===== config.mk =====
export PLATFORM = sky130hd
export DESIGN_NAME = spart_tx
export DESIGN_NICKNAME = d
export VERILOG_FILES = /design/src/rtl/spart_tx.sv
export SDC_FILE = /design/constraint.sdc
export NUM_CORES = 1
export LEC_CHECK = 0
export CAP_MARGIN = 20
export CORE_ASPECT_RATIO = 0.75
export CORE_MARGIN = 2
export CORE_UTILIZATION = 50
export CTS_CLUSTER_SIZE = 16
export DETAILED_ROUTE_END_ITERATION = 10
export HOLD_SLACK_MARGIN = 0.12
export PLACE_DENSITY = 0.77
export SLEW_MARGIN = 20
export SYNTH_ARGS = -nofsm -noshare
export SYNTH_HDL_FRONTEND = slang
export SYNTH_SLANG_ARGS = --single-unit

===== constraint.sdc =====
create_clock -name clk -period 5.5 [get_ports clk]
set_input_delay 0.55 -clock clk [delete_from_list [all_inputs] [get_ports clk]]
set_output_delay 0.55 -clock clk [all_outputs]
set_load 0.05 [all_outputs]

===== src/rtl/spart_tx.sv =====
// SPART transmit path: one-byte holding register feeding an 8N1 shift register, paced by the baud enable tick.
// txd and tbr come straight from flops; a full holding register at stop-bit end starts the next frame with no idle gap.
module spart_tx #(
  parameter int OVERSAMPLE = 16
) (
  input  logic       clk,
  input  logic       rst,
  input  logic       enable,
  input  logic       tx_wr,
  input  logic [7:0] tx_data,
  output logic       txd,
  output logic       tbr,
  output logic       tx_busy
);

  localparam logic [1:0] IDLE  = 2'd0;
  localparam logic [1:0] START = 2'd1;
  localparam logic [1:0] DATA  = 2'd2;
  localparam logic [1:0] STOP  = 2'd3;

  localparam logic [4:0] EN_LAST = 5'(OVERSAMPLE - 1);

  logic [1:0] state_q, state_d;
  logic [7:0] thr_q, thr_d;
  logic       thr_full_q, thr_full_d;
  logic [7:0] shift_q, shift_d;
  logic [2:0] bit_cnt_q, bit_cnt_d;
  logic [4:0] en_cnt_q, en_cnt_d;
  logic       txd_q, txd_d;
  logic       bit_end;
  logic       load_shift;

  assign bit_end = enable && (state_q != IDLE) && (en_cnt_q == EN_LAST);

  always_comb begin
    state_d    = state_q;
    shift_d    = shift_q;
    bit_cnt_d  = bit_cnt_q;
    en_cnt_d   = en_cnt_q;
    load_shift = 1'b0;

    if ((state_q != IDLE) && enable) begin
      en_cnt_d = bit_end ? 5'd0 : en_cnt_q + 5'd1;
    end

    case (state_q)
      IDLE: begin
        // The tick coinciding with leaving IDLE is not part of the start bit.
        if (thr_full_q) begin
          state_d    = START;
          load_shift = 1'b1;
          en_cnt_d   = 5'd0;
        end
      end
      START: begin
        if (bit_end) begin
          state_d   = DATA;
          bit_cnt_d = 3'd0;
        end
      end
      DATA: begin
        if (bit_end) begin
          shift_d = {1'b0, shift_q[7:1]};
          if (bit_cnt_q == 3'd7) begin
            state_d = STOP;
          end else begin
            bit_cnt_d = bit_cnt_q + 3'd1;
          end
        end
      end
      STOP: begin
        if (bit_end) begin
          if (thr_full_q) begin
            state_d    = START;
            load_shift = 1'b1;
          end else begin
            state_d = IDLE;
          end
        end
      end
      default: state_d = IDLE;
    endcase

    if (load_shift) begin
      shift_d = thr_q;
    end
  end

  // A transfer only happens with thr full, so a coincident write is already blocked by tbr=0.
  always_comb begin
    thr_d      = thr_q;
    thr_full_d = thr_full_q;
    if (load_shift) begin
      thr_full_d = 1'b0;
    end else if (tx_wr && !thr_full_q) begin
      thr_d      = tx_data;
      thr_full_d = 1'b1;
    end
  end

  always_comb begin
    case (state_d)
      START:   txd_d = 1'b0;
      DATA:    txd_d = shift_d[0];
      default: txd_d = 1'b1;
    endcase
  end

  always_ff @(posedge clk or posedge rst) begin
    if (rst) begin
      state_q    <= IDLE;
      thr_q      <= 8'hFF;
      thr_full_q <= 1'b0;
      shift_q    <= 8'hFF;
      bit_cnt_q  <= 3'd0;
      en_cnt_q   <= 5'd0;
      txd_q      <= 1'b1;
    end else begin
      state_q    <= state_d;
      thr_q      <= thr_d;
      thr_full_q <= thr_full_d;
      shift_q    <= shift_d;
      bit_cnt_q  <= bit_cnt_d;
      en_cnt_q   <= en_cnt_d;
      txd_q      <= txd_d;
    end
  end

  assign txd     = txd_q;
  assign tbr     = ~thr_full_q;
  assign tx_busy = (state_q != IDLE);

endmodule


==> results.yml <==
outcome:
  status: "finished clean"
logic_synthesis:
  synth-edff-count: 0
  synth_warnings: 0
  ys_types: 40
  synthCells: 134
  synth_flop_cell: "dfstp_2"
  synth_area_leaders: "dfstp_2 30%, dfrtp_1 18%, mux2_2 6.8%, ha_1 5.8%, mux2i_1 4.7%"
  netlist_top_cells_count: "17 x dfstp_2, 17 x nand2_1, 11 x dfrtp_1"
  synth_top_area_share_pct: 29.8
  syn_nets: 153
  ys_ff_latch: 28
  async_reset_ff_share_pct: 100
  syn-cell-area_mm2: 0.00150
  yosysSeqAreaShare_pct: 48.1
  yosysTopAreaCell: "dfstp_2"
  syn_avg_cell_area_um2: 11.2
route:
  detail_route.vias_per_cell: 5.83
  drt_iter0_markers: 24
  wire_per_inst_um: 14.7
  wl_um: 2670
  drtAntennaViolNets: 0
  first_pass_iters: 4
  drc: 0
  num_vias: 1061
sta:
  worst_slack_ps: 2530
  min_period_over_period_pct: 53.9
  tns_ps: 0
  layout_min_cycle_time_ps: 2970
  maxSlewViolCount: 0
  rsz0062_at_grt: "false"
  worst_slew_pin_slew_ps: 930
  fin_worst_skew_ps: 4.94
  finalHoldViolations: 0
  slew_headroom_pct: 37.6
  fmax_mhz: 337
  finalSetupViolCount: 0
worst_setup_path:
  path_class: "flop to primary output"
  slowest_delay_ps: 760
  crit_slowest_cell: "clkdlybuf4s50_1"
  timing.critical_path.from_type: "flop"
  reg2reg_setup_slack_ps: 3150
  crit_path_frequent_cell: "inv_1"
  cp_top_family: "buffers and inverters"
  crit_buf_inv: 3
  critical_path_arrival_ps: 2420
  crit_fanout: 18
  critical_path.cell_chain: "inv_1 > ha_1 > inv_1 > clkdlybuf4s50_1"
  worst_setup_path_end_kind: "primary output"
  crit_required_ps: 4950
layout:
  nFillCells: 248
  drive_gt1_share_pct: 23.6
  multiInputGateArea_um2: 717
  area_growth_pct: 14.7
  register_area_um2: 722
  nets: 164
  antenna_cells: 0
global_route:
  grtUsageMet3_pct: 6.39
  grt-busiest-layer: "met2"
  antenna_found_initial: 0
  track_usage_pct: 18.2
  grt_max_degree: 29
  use_met1_pct: 23.2
  met2_usage_pct: 28.2
  grt-ovfl-total: 0
  grt_pass1_vias: 998
  grt_pass1_wl_um: 4580
floorplan:
  rows: 17
  die_h_um: 51.4
  die_area_mm2: 0.00346
  core_mm2: 0.00289
  ioPinCount: 15
  dieWidth_um: 67.3
  start_util_pct: 51.9
power:
  leakage_nw: 0.702
  max-vdd-ir-drop_v: 0.000265
  p_total_uw: 843
  power-per-cell-area_mw_per_mm2: 490
place:
  port_buffers: 14
  place_congestion: 0.821
  dpl_worst_slack_ps: 2720
  dp_hpwl_um: 1970
run:
  drv_cap: 0
hold_path:
  hp-class: "flop to flop"
clocking:
  tritoncts: "built"
  cts.clk_slew.worst_paths_ps: 90
  clk_latency_ps: 270
  cts_hold_buf: 0
  cts.sinks: 28
  root_buffer: "clkbuf_8"
  htree_levels: 1
  numCtsBuffers: 3
  cts_setup_buffers: 0
  cts_resized: 0
  cts_buffer_depth: 2
## report_power, final
group	switching [mW]	internal (mW)	total, mW
Clock	0.0621	0.0974	0.160
Sequential	0.0527	0.327	0.380
Combinational	0.172	0.132	0.304
Total	0.286	0.557	0.843
## sequential cells by signal (all words and copies together), names as in the netlist
register and flops:
thr_full_q 1, shift_q 8, state_q 2, bit_cnt_q 3, txd 1, en_cnt_q 5
thr_q 8
## area by class of cell
| cell class | instances | share of cell area, % |
|---|---|---|
| Clock buffer | 3 | 2.40 |
| Clock inverter | 1 | 1.75 |
| Inverter | 6 | 1.31 |
| Multi-Input combinational cell | 92 | 41.7 |
| Sequential cell | 28 | 42.0 |
| Tap cell | 38 | 2.76 |
| Timing Repair Buffer | 14 | 8.15 |
## metrics by stage
stage                     cells  instance area (um2)  hold slack (ps)  util, %
after global placement      178                 1650              456     57.0
after detailed placement    178                 1650              466     57.0
after global routing        182                 1720              503     59.5
after CTS                   182                 1720              485     59.5
final                       182                 1720              482     59.5
after floorplan             134                 1500              443        -
## per-layer routing
| layer | vias to the layer above | part of all wire [%] |
|---|---|---|
| li1 | 501 | - |
| met1 | 527 | 46 |
| met2 | 29 | 47 |
| met3 | 4 | 6.0 |
| met4 | 0 | 1.3 |
| met5 | - | 0 |
## path summary, 6_finish.rpt
| kind | from | endpoint | cells past startpoint |
|---|---|---|---|
| min in group asynchronous | rst | en_cnt_q[3] | 2 |
| worst min-delay path | thr_q[1] | shift_q[1] | 2 |
| max in group asynchronous | rst | bit_cnt_q[0] | 2 |
| worst max-delay path | state_q[1] | tx_busy | 4 |
| worst min register to register | thr_q[1] | shift_q[1] | 2 |
| worst max register to register | state_q[1] | txd | 6 |
## worst reg2reg max path, delay by kind of cell (launching register included)
family	cells	cell delay, ps
fa+ha+maj	1	410
simple gates	1	620
mux	2	460
flops	1	440
compound gates	1	250
buf+inv	1	90
## placed cells by master (no fill, tap or decap), drive strengths merged, types with 3 or more instances in the layout
cell type,count
o21ai,11
nor2,5
clkbuf,3
inv,5
a22o,5
ha,7
dfrtp,11
mux2i,7
mux2,10
dfstp,17
nand2,17
clkdlybuf4s50,14
o31ai,3
## cells by family (layout without fill, tap and decap cells)
logic type | Yosys count | count (layout) | synth area share, %
compound gates | 33 | 33 | 15.9
fa+ha+maj | 7 | 7 | 5.84
buf+inv | 14 | 24 | 4.09
flops | 28 | 28 | 48.1
mux | 17 | 17 | 12.4
simple gates | 35 | 35 | 13.6
Power figures use the tool's default switching activity.
